## src/rtl/cordic_angle_prep.sv

```systemverilog
// Front end for the unrolled CORDIC cosine core: IEEE-754 single angle in,
// Q2.20 angle folded into [-pi/2, +pi/2] out, plus a cosine-negate flag.
module cordic_angle_prep #(
    parameter logic [21:0] PI_Q      = 22'h3243F6,
    parameter logic [21:0] HALF_PI_Q = 22'h1921FB
) (
    input  logic        clk,
    input  logic        reset,
    input  logic        in_valid,
    output logic        in_ready,
    input  logic [31:0] angle_in,
    output logic        out_valid,
    input  logic        out_ready,
    output logic [21:0] angle_out,
    output logic        cos_negate,
    output logic        range_err
);

    logic        advance;

    logic        s1_valid;
    logic        s1_sign;
    logic        s1_err;
    logic [7:0]  s1_exp;
    logic [23:0] s1_mant;

    logic        s2_valid;
    logic        s2_sign;
    logic        s2_err;
    logic [21:0] s2_mag;

    logic [7:0]  shamt;
    logic [21:0] mag_c;
    logic        err_c;
    logic [21:0] red_c;
    logic        neg_c;
    logic [21:0] signed_c;

    // One shared enable: the whole pipe moves or the whole pipe holds.
    assign advance  = !out_valid || out_ready;
    assign in_ready = advance;

    always_ff @(posedge clk or negedge reset) begin
        if (!reset) begin
            s1_valid <= 1'b0;
            s1_sign  <= 1'b0;
            s1_err   <= 1'b0;
            s1_exp   <= '0;
            s1_mant  <= '0;
        end else if (advance) begin
            s1_valid <= in_valid;
            s1_sign  <= angle_in[31];
            s1_err   <= (angle_in[30:23] == 8'hFF);
            s1_exp   <= angle_in[30:23];
            s1_mant  <= (angle_in[30:23] == 8'h00) ? 24'h0 : {1'b1, angle_in[22:0]};
        end
    end

    // Q2.20 magnitude = mant24 >> (3 - (e - 127)) = mant24 >> (130 - e).
    always_comb begin
        shamt = 8'd130 - s1_exp;
        mag_c = '0;
        err_c = s1_err;
        if (s1_exp >= 8'd129)
            err_c = 1'b1;
        else if (shamt < 8'd24)
            mag_c = 22'(s1_mant >> shamt[4:0]);
        if (mag_c > PI_Q)
            err_c = 1'b1;
    end

    always_ff @(posedge clk or negedge reset) begin
        if (!reset) begin
            s2_valid <= 1'b0;
            s2_sign  <= 1'b0;
            s2_err   <= 1'b0;
            s2_mag   <= '0;
        end else if (advance) begin
            s2_valid <= s1_valid;
            s2_sign  <= s1_sign;
            s2_err   <= err_c;
            s2_mag   <= mag_c;
        end
    end

    // Fold about pi/2: cos(x) = -cos(pi - x).
    always_comb begin
        red_c = s2_mag;
        neg_c = 1'b0;
        if (s2_mag > HALF_PI_Q) begin
            red_c = PI_Q - s2_mag;
            neg_c = 1'b1;
        end
        signed_c = s2_sign ? (22'd0 - red_c) : red_c;
    end

    always_ff @(posedge clk or negedge reset) begin
        if (!reset) begin
            out_valid  <= 1'b0;
            angle_out  <= '0;
            cos_negate <= 1'b0;
            range_err  <= 1'b0;
        end else if (advance) begin
            out_valid  <= s2_valid;
            angle_out  <= s2_err ? 22'd0 : signed_c;
            cos_negate <= s2_err ? 1'b0 : neg_c;
            range_err  <= s2_err;
        end
    end

endmodule
```

## config.mk

```make
export PLATFORM = sky130hd
export DESIGN_NAME = cordic_angle_prep
export DESIGN_NICKNAME = d
export VERILOG_FILES = /design/src/rtl/cordic_angle_prep.sv
export SDC_FILE = /design/constraint.sdc
export NUM_CORES = 1
export LEC_CHECK = 0
export ABC_AREA = 1
export BUFFER_PORTS_ARGS = -buffer_cell sky130_fd_sc_hd__buf_2
export CORE_ASPECT_RATIO = 0.9
export CORE_MARGIN = 5
export CORE_UTILIZATION = 35
export CTS_CLUSTER_SIZE = 12
export DETAILED_ROUTE_END_ITERATION = 8
export SETUP_SLACK_MARGIN = 0.5
export SYNTH_ARGS = -nofsm -noshare
export SYNTH_HDL_FRONTEND = slang
export SYNTH_SLANG_ARGS = --single-unit
```

## constraint.sdc

```tcl
create_clock -name clk -period 3.55 [get_ports clk]
set_clock_uncertainty 0.2 [all_clocks]
set_input_delay 0 -clock clk [delete_from_list [all_inputs] [get_ports clk]]
set_output_delay 0 -clock clk [all_outputs]
set_load 0.01 [all_outputs]
```

; Word level (Yosys, flattened, before mapping)
; Cells that the tools add are included.
[word_totals]
register_bits = 85
wordCells = 35
latch_bits = 0
ram_bits = 0
rom_bits = 0
mem_count = 0
[op_classes]
n_bitwise = 0
order_cmp = 4
n_addsub = 3
n_div = 0
eq_ne = 1
reduce_logical = 3
n_mul = 0
n_shift = 1
muxes = 10
[op_table]
columns = operator, count
row1 = $mux 22, 5
row2 = $mux 24, 1
row3 = $shr 24x5->22, 1
row4 = $gt 22x21->1 const B, 1
row5 = $gt 22x22->1 const B, 1
row6 = $sub 1x22->22 const A, 1
row7 = $sub 22x22->22 const A, 1
row8 = $eq 8x8->1 const B, 1
row9 = $ge 8x8->1 const B, 1
row10 = $logic_not 8->1, 1
row11 = $lt 8x5->1 const B, 1
row12 = $sub 8x8->8 const A, 1
row13 = $mux 1, 4
row14 = $logic_not 1->1, 1
row15 = $logic_or 1x1->1, 1

; Logic depth before layout (Yosys ltp)
; Gate-level depths: netlist of the first run.
[logic_depth]
depth_word = 6
ltp_mapped = 23
depth_no_buf = 20

; Worst setup path before layout of the first run
; Ideal clock, no wire load.
[synth_path]
path_type = flip-flop to flip-flop
startpoint = register s1_exp[0]
endpoint = register s2_err
slack_ns = 0.664
t_arrival_ns = 2.562
required_ns = 3.225
period_less_slack_ns = 2.886
path_stages_with_launch = 21
cell_sequence = dfrtp_1 -> buf_4 -> inv_2 -> buf_2 -> ha_1 -> buf_2 -> inv_1 -> buf_1 -> o211ai_1 -> nand3_1 -> nand3_1 -> nand2_1 -> inv_1 -> o21ai_0 -> nand2_1 -> nand3_1 -> nand2_1 -> clkinv_1 -> nand2_1 -> nand2_1 -> a21oi_2
[synth_via]
elab_chain_len = 6
[synth_rtl]
columns = element, line
row1 = from (decl), 24  ; logic [7:0] s1_exp;
row2 = from (signal assigned), 54  ; s1_exp <= angle_in[30:23];
row3 = $sub 8x8->8, 61  ; shamt = 8'd130 - s1_exp;
row4 = $lt 8x5->1 / $shr 24x5->22 (equally long branches), "66, 67"
row5 = $mux 22, 66  ; else if (shamt < 8'd24)
row6 = $mux 22, 64  ; if (s1_exp >= 8'd129)
row7 = $gt 22x22->1, 68  ; if (mag_c > PI_Q)
row8 = $mux 1 (*), 68
row9 = to (signal assigned), 81  ; s2_err <= err_c;
row10 = to (decl), 29  ; logic s2_err;
; Mark *: on every way between the ends. The rest lies on a longest branch, timed or not.
; A chain may end at the register's enable or synchronous reset.

; Worst setup path after layout of the first run
[layout_path]
startpoint = register s2_mag[17]
endpoint = register angle_out[8]
[layout_via]
elab_chain_len = 5
[layout_rtl]
columns = element, line
row1 = from (decl), 30  ; logic [21:0] s2_mag;
row2 = from (signal assigned), 82  ; s2_mag <= mag_c;
row3 = $gt 22x21->1 (*), 90  ; if (s2_mag > HALF_PI_Q) begin
row4 = $mux 22 (*), 90
row5 = $sub 1x22->22, 94  ; signed_c = s2_sign ? (22'd0 - red_c) : red_c;
row6 = $mux 22 (*), 94
row7 = $mux 22 (*), 105  ; angle_out <= s2_err ? 22'd0 : signed_c;
row8 = to (signal assigned), 105
row9 = to (decl), 14  ; output logic [21:0] angle_out,
; Marked as above.

==> flow_metrics.tcl, run 1 <==
set metrics [dict create \
    cts_buffer_depth 2 \
    r2r_end "angle_out[8]" \
    die_x_microns 156 \
    wl_met1_microns 9180 \
    path_delay_family "simple AND/OR/NAND/NOR gates" \
    cp-start-kind "flip-flop" \
    wl_met2_microns 8120 \
    wl_per_cell_microns 13.3 \
    slowest_stage "dfrtp_2" \
    ir_worst_vdd_mv 0.445 \
    cp_num_buf_inv 4 \
    hold_path_class "in2async" \
    grt_setup_unrepaired "yes" \
    yosysWarningCount 0 \
    ios 62 \
    final_common_cell "nand2_1" \
    grt_pass1_vias 6458 \
    antenna_found_initial 0 \
    synth_area_per_cell_sq_um 6.53 \
    startpoint "s2_mag[17]" \
    fin_nets 1157 \
    drc_errors 0 \
    cts_tree "yes" \
    h-tree-depth 3 \
    syn-cell-area_sq_um 6690 \
    grt_pass1_wl_microns 31200 \
    hold_violations 0 \
    viasPerCell 4.90 \
    top_layer_used "met4" \
    end_kind "flip-flop" \
    port_buffers 61 \
    r2r_start "s2_mag[17]" \
    hpwlAfterDp_microns 13200 \
    cts_sinks 85 \
    initial_core_util_pct 35.3 \
    rrSetupSlack_ns 0.74 \
    finalWirelength_microns 18200 \
    crit_arrival_ns 2.83 \
    fin_setup_tns_ns 0 \
    max_freq_mhz 356 \
    std_cell_rows 48 \
    syn_to_final_growth_pct 20.3 \
    critPathKind "reg2reg" \
    ys_seq_area_share_pct 31.8 \
    grt_use_total_pct 17.0 \
    setup_viol 0 \
    dieHeight_microns 141 \
    insertion_delay_ns 0.35 \
    first_pass_iters 5 \
    ys_top_cells_by_area "dfrtp_1 32%, nand2_1 19%, nand3_1 10%, inv_1 5.6%, o21ai_0 5.6%" \
    ff2ff_path_depth 18 \
    insertedDiodeCount 0 \
    vias 6714 \
    path_cells "inv_2 -> nand2_1 -> nor2_2 -> nand2_2 -> nor2_2 -> nand3b_4 -> buf_4 -> nand2_8 -> nand2_4 -> nand2_1 -> inv_1 -> ha_1 -> nand3_1 -> o21ai_4 -> nand3_4 -> buf_4 -> xnor2_1 -> o21ai_0" \
    ant_nets 0 \
    syn-num-nets 1067 \
    p_per_area_nw_per_um2 603 \
    ys_ff_latch 85 \
    cts_root_buf "clkbuf_16" \
    dieArea_sq_um 22000 \
    fin_ws_ns 0.742 \
    min_period_over_period_pct 79.1 \
    gr-total-overflow 0 \
    synth_top_area_share_pct 31.8 \
    cap_violations 0 \
    slowest_delay_ns 0.44 \
    status "complete, no violations" \
    ys_types 45 \
    dr.first_iter.drc_count 370 \
    final_cell_mix "337 x nand2_1, 134 x nand3_1, 99 x inv_1" \
    tightest_slew_ns 0.930 \
    finalMaxSlewViolations 0 \
    synth_top_area_cell "dfrtp_1" \
    final.min_clock_period_ns 2.81 \
    syn_inst 1025 \
    place.gp.congestion 0.909 \
    grt_max_degree 83 \
    wl_met3_microns 603 \
    drive_gt1_share_pct 17.6 \
    required_ns 3.57 \
    clk_pin_slew_worst_paths_ns 0.07 \
    numCtsBuffers 9 \
    coreArea_sq_um 19000 \
    pre_cts_ws_ns 0.466 \
    p_leak_nw 4.13 \
    worstPathMaxFanout 13 \
    max_slew_margin_pct 38.0 \
]
metal layers:
layer  GRT usage [%]  vias to the layer above
li1                -                     3473
met1            24.5                     3113
met2            26.6                      109
met3            1.90                       19
met4            5.25                        0
met5               0                        -
cell families after synthesis:
logic type | synth area share [%]
AOI/OAI and AO/OA | 12.0
xor gates and xnor gates | 2.84
adders and majority gates | 1.12
buffers and inverters | 9.67
DFF | 31.8
and+or+nand+nor | 42.6
worst max path at each step:
stage / slack, ns / cells after the start / to
5_1_grt: 0.49 / 16 / s2_err
3_3_place_gp: 0.50 / 14 / angle_out[15]
2_1_floorplan: 0.66 / 20 / s2_err
6_report: 0.74 / 18 / angle_out[8]
4_1_cts: 0.52 / 15 / angle_out[14]
3_5_place_dp: 0.47 / 14 / angle_out[21]
synthesized netlist by cell type (all sizes together):
master,n
nand2,362
nand3,141
inv,112
o21ai,92
nor2,89
dfrtp,85
buf,28
a21oi,20
clkbuf,15
xor2,13
nand3b,10
nand4,9
o211ai,9
o22ai,7
xnor2,7
ha,6
nor3,5
a22o,3
o31ai,3
and3,2
a31oi,1
and2,1
clkinv,1
o21a,1
o21bai,1
o41ai,1
or2,1
power by group:
part	switching (mW)	internal, mW
sequential	0.188	1.17
combinational	1.62	0.813
clock	0.414	0.657
registers in the layout (all words and copies together), names as in the netlist, 8 cells and up:
name,cells
s2_mag,22
angle_out,22
s1_exp,8
s1_mant,24
final cells by class:
class                      count  area (sq um)
sequential                    85          2130
clock buffer                  11           253
tap                          250           313
timing repair buffer         121           865
multi-input combinational    785          3980
clock inverter                 5          81.3
fill                        2028         10900
inverter                     113           425
repair_timing:
| action | 4_1_cts | 5_1_grt |
|---|---|---|
| cloned | 0 | 1 |
| setup buffers | 0 | 12 |
| pin swaps | 0 | 6 |
| hold buffers | 36 | 0 |
| hold endpoints to repair | 100 | 0 |
| setup endpoints to repair | 5 | 13 |
| gates resized for setup | 2 | 20 |
stage by stage:
step	util, %	hold slack [ns]	total power, mW	instance area (sq um)	cells
after floorplan	-	-0.496	3.11	6690	1025
after CTS	41.6	0.161	4.86	7900	1357
after detailed placement	37.9	-0.00487	3.73	7190	1305
after global placement	37.9	-0.0141	3.72	7190	1305
final	42.4	0.102	4.86	8050	1370
after global routing	42.4	0.195	5.30	8050	1370
Note: power is estimated with default switching activity, not from simulation.
==> inputs of run 2 (changes only) <==
--- a/config.mk
+++ b/config.mk
@@ -5,7 +5,7 @@
 export SDC_FILE = /design/constraint.sdc
 export NUM_CORES = 1
 export LEC_CHECK = 0
-export ABC_AREA = 1
+export ABC_AREA = 0
 export BUFFER_PORTS_ARGS = -buffer_cell sky130_fd_sc_hd__buf_2
 export CORE_ASPECT_RATIO = 0.9
 export CORE_MARGIN = 5
==> constraint.sdc (replaced) <==
create_clock -name clk -period 2.8 [get_ports clk]
set_clock_uncertainty 0.2 [all_clocks]
set_input_delay 0 -clock clk [delete_from_list [all_inputs] [get_ports clk]]
set_output_delay 0 -clock clk [all_outputs]
set_load 0.01 [all_outputs]
==> run 2 against run 1 <==
The flow now finishes with violations (negative setup slack). Register-to-register slack got worse by 1.1 ns. Maximum frequency fell by 11%. Area after synthesis fell by 8.8%. Utilization rose by 13 points.
==> flow_metrics.tcl, run 2 <==
set metrics [dict create \
    ys_types 78 \
    ys_seq_area_share_pct 34.9 \
    yosys.cell_count.top_type "nand2_1" \
    gr-total-overflow 0 \
    fin_setup_tns_ns -5.07 \
    pre_cts_ws_ns -0.445 \
    utilization_pct 55.3 \
    largest_reg_flops 24 \
    syn-num-nets 769 \
    min_period_over_period_pct 112 \
    initial_core_util_pct 35.9 \
    violations "negative setup slack" \
    worstPathMaxFanout 4 \
    clk_pin_slew_worst_paths_ns 0.06 \
    h-tree-depth 3 \
    cp-start-kind "flip-flop" \
    final_common_cell "buf_4" \
    top_layer_used "met4" \
    grt_pass1_wl_microns 31400 \
    dieArea_sq_um 20200 \
    place.gp.congestion 0.893 \
    max_slew_margin_pct 27.5 \
    hold_violations 0 \
    p_leak_nw 4.30 \
    syn_inst 727 \
    cts_root_buf "clkbuf_16" \
    hold_path_class "in2reg" \
    dieHeight_microns 135 \
    fin_ws_ns -0.345 \
    numCtsBuffers 9 \
    synth_ff_type "dfrtp_1" \
    async_flop_share_pct 100 \
    vias 6278 \
    final_cell_mix "173 x buf_4, 127 x nand2_1, 84 x dfrtp_1" \
    required_ns 2.82 \
    coreArea_sq_um 17000 \
    hold_path_depth 4 \
    final.min_clock_period_ns 3.14 \
    ff2ff_path_depth 12 \
    synth_edf_count 0 \
    synth_area_per_cell_sq_um 8.39 \
    ant_nets 0 \
    finalMaxSlewViolations 0 \
    r2r_end "angle_out[21]" \
    ys_top_cells_by_area "dfrtp_1 35%, nand2_1 8.5%, o21ai_0 5.8%, a22o_1 4.6%, xnor2_1 3.9%" \
    port_buffers 61 \
    insertedDiodeCount 0 \
    reg_top3 "s1_mant x24, angle_out x22, s2_mag x22" \
    syn_to_final_growth_pct 54.3 \
    r2r_start "s2_mag[16]" \
    std_cell_rows 45 \
    cts_buffer_depth 2 \
    setup_viol 24 \
    fin_nets 1020 \
    rrSetupSlack_ns -0.34 \
    p_per_area_nw_per_um2 910 \
    finalWirelength_microns 19000 \
    status "finished, violations left" \
    critPathKind "reg2reg" \
    end_kind "flip-flop" \
    ys_ff_latch 85 \
    hpwlAfterDp_microns 13200 \
    layout.area.seq_sq_um 2130 \
    drc_errors 0 \
    wl_per_cell_microns 15.6 \
    hold_path_end "s1_sign" \
    total_power_mw 8.57 \
    grt_setup_unrepaired "yes" \
    wl_met2_microns 8750 \
    ir_worst_vdd_mv 0.494 \
    ios 62 \
    ys_top_cells_by_count "138 x nand2_1, 85 x dfrtp_1, 71 x o21ai_0, 53 x nor2_1" \
    wl_met3_microns 668 \
    tightest_slew_ns 1.09 \
    cts_tree "yes" \
    grt_pass1_vias 6105 \
    worstHoldStart "angle_in[31]" \
    fillCellCount 1562 \
    cap_violations 0 \
    antenna_found_initial 0 \
    insertion_delay_ns 0.35 \
    first_pass_iters 5 \
    largest_register "s1_mant" \
    wl_met1_microns 9290 \
    grt_max_degree 91 \
    drive_gt1_share_pct 42.9 \
    synth_top_area_cell "dfrtp_1" \
    max_freq_mhz 318 \
    die_x_microns 149 \
    multi_input_area_sq_um 4320 \
    whs_ns 0.193 \
    yosysWarningCount 0 \
    viasPerCell 5.15 \
    grt_use_total_pct 19.1 \
    cts_sinks 85 \
    syn-cell-area_sq_um 6100 \
    dr.first_iter.drc_count 400 \
    synth_top_area_share_pct 34.9 \
    crit_arrival_ns 3.17 \
]
==> run 2: cell count changes in the layout (fill, tap and decap cells not counted), moves of 23 or more <==
cell	change
buf_4	+150
a22o_1	+29
buf_6	+23
inv_1	-89
nand3_1	-125
o21ai_0	-33
nand2_1	-210
==> run 2: logic make-up after synthesis <==
group	after synthesis	share of synthesized area [%]
flip-flops	85	34.9
AO/OA/AOI/OAI	215	23.4
buffers and inverters	69	5.77
multiplexers	35	6.38
adder cells (fa/ha/maj)	6	1.23
XOR/XNOR	45	6.46
AND/OR/NAND/NOR	272	21.9
==> run 2: final cells by class <==
class	count	share of cell area [%]
clock buffer	12	2.83
sequential	85	22.6
inverter	13	0.598
clock inverter	4	0.585
tap	235	3.12
timing repair buffer	296	24.4
multi-input combinational	573	45.9
==> run 2: power by group <==
part	total [mW]	leakage (nW)	internal (mW)	switching, mW
registers	1.79	1.10	1.51	0.282
clock network	1.29	0.155	0.768	0.519
logic	5.49	3.05	2.76	2.73
==> run 2: worst max-delay path: stages (launching register included) <==
cell      delay (ns)
dfrtp_1         0.38
nand3_4         0.10
or4b_4          0.50
nor4_4          0.37
buf_4           0.19
o22a_1          0.16
xor2_2          0.10
nor4b_4         0.27
o211ai_1        0.17
buf_4           0.19
o31ai_4         0.18
xnor2_1         0.14
o21ai_1         0.07
==> run 2: per-layer routing <==
metal / vias to the layer above / track usage, %
met5: - / 0
met4: 0 / 4.93
met2: 110 / 30.1
li1: 3098 / -
met3: 23 / 3.01
met1: 3047 / 27.5
==> run 2: how the worst max path moves through the flow <==
stage,startpoint,to,slack (ns)
5_1_grt,s2_mag[19],angle_out[21],-0.52
2_1_floorplan,s2_mag[18],angle_out[18],-0.30
6_report,s2_mag[16],angle_out[21],-0.34
4_1_cts,s2_mag[20],angle_out[21],-0.31
3_5_place_dp,s2_mag[21],angle_out[16],-0.44
3_3_place_gp,s2_mag[21],angle_out[16],-0.38
==> run 2: per-stage QoR <==
stage | instances | instance area, sq um
finish | 1218 | 9410
CTS | 1203 | 8990
global route | 1218 | 9410
global placement | 1131 | 7840
detailed placement | 1131 | 7840
floorplan | 727 | 6360
==> run 2: repair_timing <==
item                                   in CTS  in global routing
pin swaps                                  48                 32
hold buffers                               35                  0
buffers inserted                           21                 15
endpoints found under the hold margin     121                  0
setup endpoints to repair                  44                 59
resized for setup                          70                 70
==> inputs of run 3 (changes only) <==
--- a/config.mk
+++ b/config.mk
@@ -10,6 +10,7 @@
 export CORE_ASPECT_RATIO = 0.9
 export CORE_MARGIN = 5
 export CORE_UTILIZATION = 35
+export CTS_BUF_LIST = sky130_fd_sc_hd__clkbuf_16
 export CTS_CLUSTER_SIZE = 12
 export DETAILED_ROUTE_END_ITERATION = 8
 export SETUP_SLACK_MARGIN = 0.5
==> constraint.sdc (replaced) <==
create_clock -name clk -period 2.8 [get_ports clk]
set_clock_uncertainty 0.2 [all_clocks]
set_input_delay 0 -clock clk [delete_from_list [all_inputs] [get_ports clk]]
set_output_delay 0 -clock clk [all_outputs]
set_load 0.005 [all_outputs]
==> run 3 against run 2 <==
Combinational power about the same. Hold slack got worse by 0.0028 ns. Register-to-register slack about the same. Die area unchanged. Via count increased by 0.35%. Count of clock-buffer cells in the layout decreased by 3. Wire length increased by 0.65%. Critical path depth unchanged. The run still ends with negative setup slack left. Total power decreased by 0.52%. Global-route usage about the same. Worst setup slack got worse by 0.0086 ns.
==> flow_metrics.tcl, run 3 (same netlist as run 2, synthesis figures left out) <==
set metrics [dict create \
    grt_max_degree 91 \
    drc_errors 0 \
    path_cells "nand3_4 -> or4b_4 -> nor4_4 -> buf_4 -> o22a_1 -> xor2_2 -> nor4b_4 -> o211ai_1 -> buf_4 -> o31ai_4 -> xnor2_1 -> o21ai_1" \
    hold_path_end "s1_sign" \
    pre_cts_ws_ns -0.445 \
    critPathKind "reg2reg" \
    wl_per_cell_microns 15.7 \
    gr-total-overflow 0 \
    min_period_over_period_pct 113 \
    p_per_area_nw_per_um2 904 \
    initial_core_util_pct 35.9 \
    cts_root_buf "clkbuf_16" \
    antenna_found_initial 0 \
    dieArea_sq_um 20200 \
    grt_use_total_pct 19.2 \
    worstHoldStart "angle_in[31]" \
    finalWirelength_microns 19100 \
    status "finished, violations left" \
    insertedDiodeCount 0 \
    viasPerCell 5.17 \
    reg_top3 "s1_mant x24, angle_out x22, s2_mag x22" \
    dp.cells 1131 \
    startpoint "s2_mag[20]" \
    die_x_microns 149 \
    place.gp.congestion 0.893 \
    cap_violations 0 \
    dr.first_iter.drc_count 342 \
    std_cell_rows 45 \
    fin_ws_ns -0.353 \
    fin_nets 1020 \
    slowest_delay_ns 0.50 \
    required_ns 2.83 \
    cp_num_buf_inv 2 \
    crit_arrival_ns 3.18 \
    ant_nets 0 \
    final_common_cell "buf_4" \
    max_slew_margin_pct 27.4 \
    hold_path_class "in2reg" \
    cts_tree "yes" \
    h-tree-depth 3 \
    rrSetupSlack_ns -0.35 \
    layout.area.seq_sq_um 2130 \
    largest_register "s1_mant" \
    grt_setup_unrepaired "yes" \
    clk_pin_slew_worst_paths_ns 0.06 \
    ff2ff_path_depth 12 \
    utilization_pct 55.4 \
    slowest_stage "or4b_4" \
    crit_path_frequent_cell "buf_4" \
    first_pass_iters 5 \
    worstPathMaxFanout 4 \
    hpwlAfterDp_microns 13200 \
    largest_reg_flops 24 \
    grt_pass1_wl_microns 31500 \
    insertion_delay_ns 0.35 \
    path_delay_family "simple AND/OR/NAND/NOR gates" \
    fillCellCount 1560 \
    end_kind "flip-flop" \
    cts_sinks 85 \
    tightest_slew_ns 1.09 \
    finalMaxSlewViolations 0 \
    final.min_clock_period_ns 3.15 \
    coreArea_sq_um 17000 \
    dieHeight_microns 135 \
    multi_input_area_sq_um 4350 \
    port_buffers 61 \
    vias 6300 \
    violations "negative setup slack" \
    final_cell_mix "171 x buf_4, 125 x nand2_1, 84 x dfrtp_1" \
    ir_worst_vdd_mv 0.495 \
    grt_pass1_vias 6110 \
    syn_to_final_growth_pct 54.6 \
    cp-start-kind "flip-flop" \
    hold_violations 0 \
    p_leak_nw 4.29 \
    ios 62 \
    r2r_start "s2_mag[20]" \
    fin_cells 1218 \
    numCtsBuffers 9 \
    cts_buffer_depth 2 \
    max_freq_mhz 317 \
    hold_path_depth 4 \
    r2r_end "angle_out[21]" \
    setup_viol 23 \
    drive_gt1_share_pct 43.2 \
]
-- run 3: per-stage QoR --
stage	instance area, sq um	hold slack [ns]	power (mW)	TNS, ns
floorplan	6360	-0.496	4.41	-2.59
global placement	7840	0.00176	6.04	-5.40
detailed placement	7840	0.00291	6.07	-6.41
CTS	8960	0.171	7.83	-4.63
global route	9430	0.200	9.07	-8.63
finish	9430	0.190	8.52	-5.12
-- run 3: worst min-delay path: stages --
cell           delay [ns]
dlygate4sd3_1        0.52
buf_2                0.10
nand2_1              0.04
nand2_1              0.05
-- run 3: what timing repair did --
item / 4_1_cts / 5_1_grt
setup buffers: 21 / 15
resized for setup: 72 / 80
endpoints found under the setup margin: 44 / 59
hold buffers: 35 / 0
pin swaps: 49 / 36
hold endpoints to repair: 121 / 0
-- run 3: worst max-delay path by stage --
stage / slack (ns) / depth (start not counted) / to
2_1_floorplan: -0.30 / 12 / angle_out[18]
3_3_place_gp: -0.38 / 12 / angle_out[16]
3_5_place_dp: -0.44 / 11 / angle_out[16]
4_1_cts: -0.31 / 12 / angle_out[21]
5_1_grt: -0.52 / 12 / angle_out[21]
6_report: -0.35 / 12 / angle_out[21]
-- run 3: metal layers --
layer,vias up,track usage [%],part of all wire [%]
met3,19,3.01,3.7
li1,3096,-,-
met5,-,0,0
met2,120,30.0,46
met1,3065,27.6,49
met4,0,4.93,1.4
-- run 3: report_power, final --
| group | internal, mW | switching [mW] | total, mW |
|---|---|---|---|
| Clock | 0.686 | 0.522 | 1.21 |
| Sequential | 1.51 | 0.286 | 1.79 |
| Combinational | 2.79 | 2.73 | 5.52 |
| Total | 4.99 | 3.53 | 8.52 |
-- run 3: area by class of cell --
cell class / count / share of cell area, %
inverters: 13 / 0.597
clock buffers: 9 / 2.39
well taps: 235 / 3.12
multi-input cells: 573 / 46.1
flip-flops and latches: 85 / 22.6
repair buffers: 296 / 24.5
clock inverters: 7 / 0.704
